`config.mk`:
```
export PLATFORM = sky130hd
export DESIGN_NAME = div_result_fifo
export DESIGN_NICKNAME = d
export VERILOG_FILES = /design/src/rtl/div_result_fifo.sv
export SDC_FILE = /design/constraint.sdc
export NUM_CORES = 1
export LEC_CHECK = 0
export ABC_AREA = 1
export BUFFER_PORTS_ARGS = -buffer_cell sky130_fd_sc_hd__buf_4
export CORE_ASPECT_RATIO = 0.6
export CORE_MARGIN = 2
export CORE_UTILIZATION = 35
export DETAILED_ROUTE_END_ITERATION = 10
export GPL_TIMING_DRIVEN = 1
export PLACE_DENSITY_LB_ADDON = 0.1
export REMOVE_ABC_BUFFERS = 1
export SLEW_MARGIN = 20
export SYNTH_ARGS = -nofsm -noshare
export SYNTH_HDL_FRONTEND = slang
export SYNTH_SLANG_ARGS = --single-unit
```
`constraint.sdc`:
```
create_clock -name clk -period 1.9 [get_ports clk]
set_input_delay 0.19 -clock clk [delete_from_list [all_inputs] [get_ports clk]]
set_output_delay 0.19 -clock clk [all_outputs]
set_load 0.02 [all_outputs]
```
`src/rtl/div_result_fifo.sv`:
```
// Result FIFO behind a restoring divider: captures {quo, rem, ov, divbyzero} on each
// rising edge of done and presents the oldest entry first-word-fall-through.
module div_result_fifo #(
  parameter int DEPTH = 4
) (
  input  logic                     clk,
  input  logic                     rst,
  input  logic                     done,
  input  logic [4:0]               quo,
  input  logic [5:0]               rem,
  input  logic                     ov,
  input  logic                     divbyzero,
  input  logic                     out_ready,
  output logic                     out_valid,
  output logic [4:0]               out_quo,
  output logic [5:0]               out_rem,
  output logic [1:0]               out_err,
  output logic                     full,
  output logic                     empty,
  output logic [$clog2(DEPTH):0]   count,
  output logic [3:0]               drop_cnt
);

  localparam int AW = $clog2(DEPTH);
  localparam int CW = AW + 1;
  localparam logic [AW-1:0] PTR_ONE  = AW'(1);
  localparam logic [AW:0]   CNT_ONE  = CW'(1);
  localparam logic [AW:0]   CNT_FULL = CW'(DEPTH);

  // Entry layout: [12:8] quotient, [7:2] remainder, [1] divbyzero, [0] ov.
  logic [12:0]   r_mem [DEPTH];
  logic [AW-1:0] r_wr_ptr;
  logic [AW-1:0] r_rd_ptr;
  logic [AW:0]   r_count;
  logic          r_full;
  logic          r_empty;
  logic          r_done_q;
  logic [3:0]    r_drop_cnt;

  logic          w_cap;
  logic          w_pop;
  logic          w_wr;
  logic          w_drop;
  logic [AW:0]   w_count_nxt;
  logic [12:0]   w_head;

  // Handshake: an entry leaves on a rising edge where out_valid and out_ready are both
  // high; out_ready is ignored while out_valid is low, and out_valid never depends on it.
  assign w_cap  = done & ~r_done_q;
  assign w_pop  = ~r_empty & out_ready;
  assign w_wr   = w_cap & (~r_full | w_pop);
  assign w_drop = w_cap & r_full & ~w_pop;

  always_comb begin
    w_count_nxt = r_count;
    if (w_wr && !w_pop) begin
      w_count_nxt = r_count + CNT_ONE;
    end else if (!w_wr && w_pop) begin
      w_count_nxt = r_count - CNT_ONE;
    end
  end

  // Storage is not reset; the pointers and count alone decide what is valid.
  always_ff @(posedge clk) begin
    if (w_wr) begin
      r_mem[r_wr_ptr] <= {quo, rem, divbyzero, ov};
    end
  end

  always_ff @(posedge clk or negedge rst) begin
    if (!rst) begin
      r_wr_ptr   <= '0;
      r_rd_ptr   <= '0;
      r_count    <= '0;
      r_full     <= 1'b0;
      r_empty    <= 1'b1;
      r_done_q   <= 1'b0;
      r_drop_cnt <= '0;
    end else begin
      r_done_q <= done;
      if (w_wr) begin
        r_wr_ptr <= r_wr_ptr + PTR_ONE;
      end
      if (w_pop) begin
        r_rd_ptr <= r_rd_ptr + PTR_ONE;
      end
      r_count <= w_count_nxt;
      r_full  <= (w_count_nxt == CNT_FULL);
      r_empty <= (w_count_nxt == '0);
      if (w_drop && (r_drop_cnt != 4'd15)) begin
        r_drop_cnt <= r_drop_cnt + 4'd1;
      end
    end
  end

  assign w_head    = r_mem[r_rd_ptr];
  assign out_valid = ~r_empty;
  assign out_quo   = r_empty ? 5'd0 : w_head[12:8];
  assign out_rem   = r_empty ? 6'd0 : w_head[7:2];
  assign out_err   = r_empty ? 2'd0 : w_head[1:0];
  assign full      = r_full;
  assign empty     = r_empty;
  assign count     = r_count;
  assign drop_cnt  = r_drop_cnt;

endmodule

```
======== Yosys cells after proc, flatten, opt, wreduce, memory -nomap -nowiden ========
Memory sizes are Yosys's and may differ from the RTL's.
Index checks and enable logic that the tools add are counted.
Widths: inputs -> output; s select.
word-level totals
  bits in registers ....................... 14
  memory bits (writable) .................. 52
  input bits .............................. 17
  output and inout port bits .............. 23
  logic and storage cells ................. 38
  memories ................................ 1
memories
  memory  depth  bits a word  read ports  clocked after Yosys merged registers in  write ports  line  source
  r_mem   4      13           1           0                                        1            31    logic [12:0] r_mem [DEPTH];
cells by class
  $add $sub $neg .......................... 5
  eq/ne operators ......................... 2
  mux-type cells .......................... 7
  bitwise gates (word level) .............. 10
  reductions and logical operators ........ 6
operators by type and width
  operator             count
  $mux 3               2
  $mux 6               1
  $and 1x1->1          5
  $mux 5               1
  $add 2x1->2 const B  2
  $add 4x1->4 const B  1
  $ne 4x4->1 const B   1
  $not 1->1            4
  $add 3x1->3 const B  1
  $eq 3x3->1 const B   1
  $logic_and 1x1->1    3
  $logic_not 3->1      1
  $sub 3x1->3 const B  1
  $logic_not 1->1      2
  $mux 1               2
  $mux 2               1
  $or 1x1->1           1

======== Logic depth before layout (Yosys ltp) ========
  depth after elaboration ................. 9
  mapped depth ............................ 9
  gate-level depth less buffers ........... 9

======== Worst setup path before layout ========
No wires, ideal clock.
  kind .................................... register to register
  start point ............................. register r_full, in the netlist full
  end point ............................... memory r_mem[0][0], enable pin
  library setup time ...................... 382 ps
  data arrival time ....................... 1326 ps
  required time ........................... 1518 ps
  slack ................................... 191 ps
  stages on the path, launching flop included .. 4
  buffers on the path ..................... 0
  clock period less this slack ............ 1709 ps
  cell sequence ........................... dfrtp_1 > inv_1 > o21ai_2 > nor2_1
between the ends
  longest elaborated chain between the ends .. 5
RTL lines
  element                       line  source
  start, declared               35    logic r_full;
  start signal, assigned        88    r_full <= (w_count_nxt == CNT_FULL);
  $not 1->1                     51    assign w_wr = w_cap & (~r_full | w_pop);
  $or 1x1->1                    51
  $and 1x1->1                   51
  $mux 1                        65    if (w_wr) begin
  $mux 1 (not written as such)  66    r_mem[r_wr_ptr] <= {quo, rem, divbyzero, ov};
  end, declared                 31
Every way passes these cells.

======== Final worst setup path ========
  start point ............................. register r_rd_ptr[1]
  end point ............................... output out_rem[5]
between the ends
  longest elaborated chain between the ends .. 2
RTL lines
  element                 line  source
  start, declared         33    logic [AW-1:0] r_rd_ptr;
  start signal, assigned  85    r_rd_ptr <= r_rd_ptr + PTR_ONE;
  $mem_v2 4x13            n/a
  $mux 6                  99    assign out_rem = r_empty ? 6'd0 : w_head[7:2];
  end, declared           16    output logic [5:0] out_rem,
Every way passes these cells.

==> flow_metrics.py <==
metrics = {
    "sta": {
        "finalHoldViolations": 0,
        "slew_viol_final": 0,
        "final.setup_skew_ns": 0.00587,
        "fmax_mhz": 567,
        "relSlewSlack_pct": 80.4,
        "setup_viol": 0,
        "tightest_slew_ns": 0.290,
        "min_period_ns": 1.76,
        "rsz0062_at_grt": "false",
        "fin_crit_sh_pct": 92.8,
        "finalSetupTns_ns": 0,
    },
    "grt": {
        "grt_overflow_total": 0,
        "grt_pass1_vias": 1815,
        "grt_first_pass_wirelength_um": 9460,
        "antenna_found_initial": 0,
        "track_usage_pct": 14.9,
        "grt_max_degree": 18,
    },
    "floorplanning": {
        "die-area_um2": 8740,
        "core-area_um2": 7820,
        "rows": 25,
        "io_pins": 40,
        "start_util_pct": 35.8,
        "die_y_um": 73.2,
        "die-width_um": 119,
    },
    "clock_network": {
        "cts_tree": "built",
        "cts_buffer_depth": 2,
        "worst_skew_pair.late_latency_ns": 0.33,
        "cts_max_level": 3,
        "root_buffer": "clkbuf_16",
        "clk_pin_slew_ns": 0.05,
        "clock_sinks": 66,
        "numCtsBuffers": 9,
    },
    "synth": {
        "ys_top_cells_by_area": "edfxtp_1 56%, dfrtp_1 12%, nor2_1 8.3%",
        "synthAdderAreaFrac_pct": 3.13,
        "yosys_warnings": 0,
        "synth_compound_area_share_pct": 7.83,
        "synth-seq-cells": 66,
        "yosys.area_share.xor_xnor_pct": 2.51,
        "synth_top_family_by_area": "simple AND/OR/NAND/NOR gates",
        "synthCells": 245,
        "synth_simple_gate_area_share_pct": 14.0,
        "syn_area_per_cell_um2": 11.4,
        "ys_seq_area_share_pct": 68.4,
        "synth_mux_area_share_pct": 0,
        "syn_area_um2": 2800,
        "yosysTopAreaCell": "edfxtp_1",
        "ys_types": 24,
        "synth_top_area_share_pct": 55.8,
    },
    "finish": {
        "layout.cells.most_common": "nor2_1",
        "num-fill-cells": 775,
        "mostFrequentLayoutCells": "62 x nor2_1, 54 x buf_4, 52 x edfxtp_1, 28 x o21ai_0, 19 x inv_1",
        "antenna_cells": 0,
        "fin_nets": 329,
        "post_route_cells_drive_above_1_share_pct": 25.5,
        "seqCellArea_um2": 1910,
        "stdcell_area_um2": 3620,
        "synthToLayoutAreaGrowth_pct": 29.5,
        "multi_input_area_um2": 767,
    },
    "worst_setup_path": {
        "cp.required_ns": 1.71,
        "cp-start-kind": "register",
        "setup.worst_path.end_class": "output pin",
        "r2r_cells": 4,
        "worstSetupPathType": "register to output pin",
        "worst-path-max-fanout": 7,
        "arrival_ns": 1.57,
    },
    "worst_hold_path": {
        "holdPathStages": 1,
        "hold_path.class": "primary input to register",
    },
    "routing": {
        "dr_total_vias": 1832,
        "drtAntennaViolNets": 0,
        "routed_via_density": 4.38,
        "wl_um": 5800,
        "wl_per_cell_um": 13.9,
        "drtIter0Drc": 97,
        "drtPass1Iterations": 4,
        "drc_errors": 0,
    },
    "power": {
        "p_sw_uw": 2110,
        "clockPowerShare_pct": 26.9,
        "p_leak_uw": 0.00149,
        "powerDensity_nw_per_um2": 1620,
        "vdd_drop_max_mv": 0.505,
        "p_int_uw": 3760,
        "seqPwrFrac_pct": 33.3,
        "swShare_pct": 35.9,
        "combPwrFrac_pct": 39.9,
    },
    "flow_run": {
        "drv_cap": 0,
    },
    "placed_design": {
        "place_hpwl_um": 3830,
        "gp_congestion": 0.776,
        "dpl_cell_area_um2": 3270,
        "io_buffer_count": 39,
    },
    "outcome": {
        "run_status": "complete, no violations",
    },
}
-- cell type report --
cell class | count | share of cell area, %
clock buffers | 10 | 6.32
clock inverters | 6 | 1.59
inverters | 21 | 2.28
multi-input cells | 150 | 21.2
flip-flops and latches | 66 | 52.8
well taps | 108 | 3.73
repair buffers | 57 | 12.1
-- Yosys cell counts --
library cell  count
clkbuf_2          1
nor2_2            3
ha_1              7
nand2_4           1
or2_0             1
a21oi_1          14
nand4_1           2
nand4_2           1
xor2_1            5
buf_2             5
clkbuf_1          2
dfrtp_1          13
nand3b_1          1
o21ai_2           1
inv_2             1
nor2_1           62
inv_1            20
edfxtp_1         52
o21ai_0          28
dfstp_2           1
nand3_2           1
xnor2_1           3
nand3_1           3
nand2_1          17
-- power groups by stage --
stage	combinational (uW)	sequential [uW]	clock, uW
floorplan	1180	2120	0
global placement	2290	1970	0
detailed placement	2280	1970	0
CTS	2300	1950	1620
global route	2620	1980	1690
finish	2340	1950	1580
-- critical path, stage by stage (launching register included) --
cell,delay [ns]
dfrtp_1,0.38
clkinvlp_4,0.16
buf_4,0.19
nor2_1,0.09
o21ai_0,0.11
a21oi_1,0.15
buf_4,0.16
-- stage by stage --
| stage | util, % | worst slack (ns) | power, uW | std cells | hold slack [ns] |
|---|---|---|---|---|---|
| floorplan | - | 0.152 | 3300 | 237 | -0.106 |
| global placement | 41.8 | 0.396 | 4260 | 395 | 0.0561 |
| detailed placement | 41.8 | 0.355 | 4260 | 395 | 0.0556 |
| CTS | 45.7 | 0.0342 | 5860 | 413 | 0.0533 |
| global route | 46.3 | 0.00124 | 6290 | 418 | 0.0489 |
| finish | 46.3 | 0.136 | 5870 | 418 | 0.0656 |
-- logic make-up after synthesis --
kind of cell,count (synthesis)
and+or+nand+nor,92
DFF,66
AOI/OAI and AO/OA,43
buffers and inverters,29
xor gates and xnor gates,8
adders and majority gates,7
-- routing by layer --
layer  global-route usage [%]  up-vias  share of wire (%)
met4                     5.88        0                1.2
li1                         -      944                  -
met2                     20.9       31                 40
met3                     5.63        8                5.2
met5                        0        -                  0
met1                     21.1      849                 53
-- what timing repair did --
| action | 4_1_cts | 5_1_grt |
|---|---|---|
| hold buffers | 2 | 0 |
| hold endpoints to repair | 15 | 0 |
| gates resized for setup | 0 | 2 |
| setup buffers | 0 | 5 |
| endpoints found under the setup margin | 0 | 8 |
-- path summary, 6_finish.rpt --
| kind | from | end | slack [ns] |
|---|---|---|---|
| max | r_rd_ptr[1] | out_rem[5] | 0.14 |
| min | rem[0] | r_mem[3][2] | 0.07 |
| max reg2reg | r_done_q | r_mem[3][0] | 0.37 |
| min reg2reg | drop_cnt[3] | drop_cnt[3] | 0.51 |
| max in group asynchronous | rst | empty | 1.40 |
| min in group asynchronous | rst | count[0] | 0.25 |
-- state kept, by name (all words and copies together), names as in the netlist --
| signal | count |
|---|---|
| full | 1 |
| count | 3 |
| r_mem | 52 |
| r_wr_ptr | 2 |
| drop_cnt | 4 |
| empty | 1 |
| r_rd_ptr | 2 |
| r_done_q | 1 |
(Power assumes the default switching activity.)
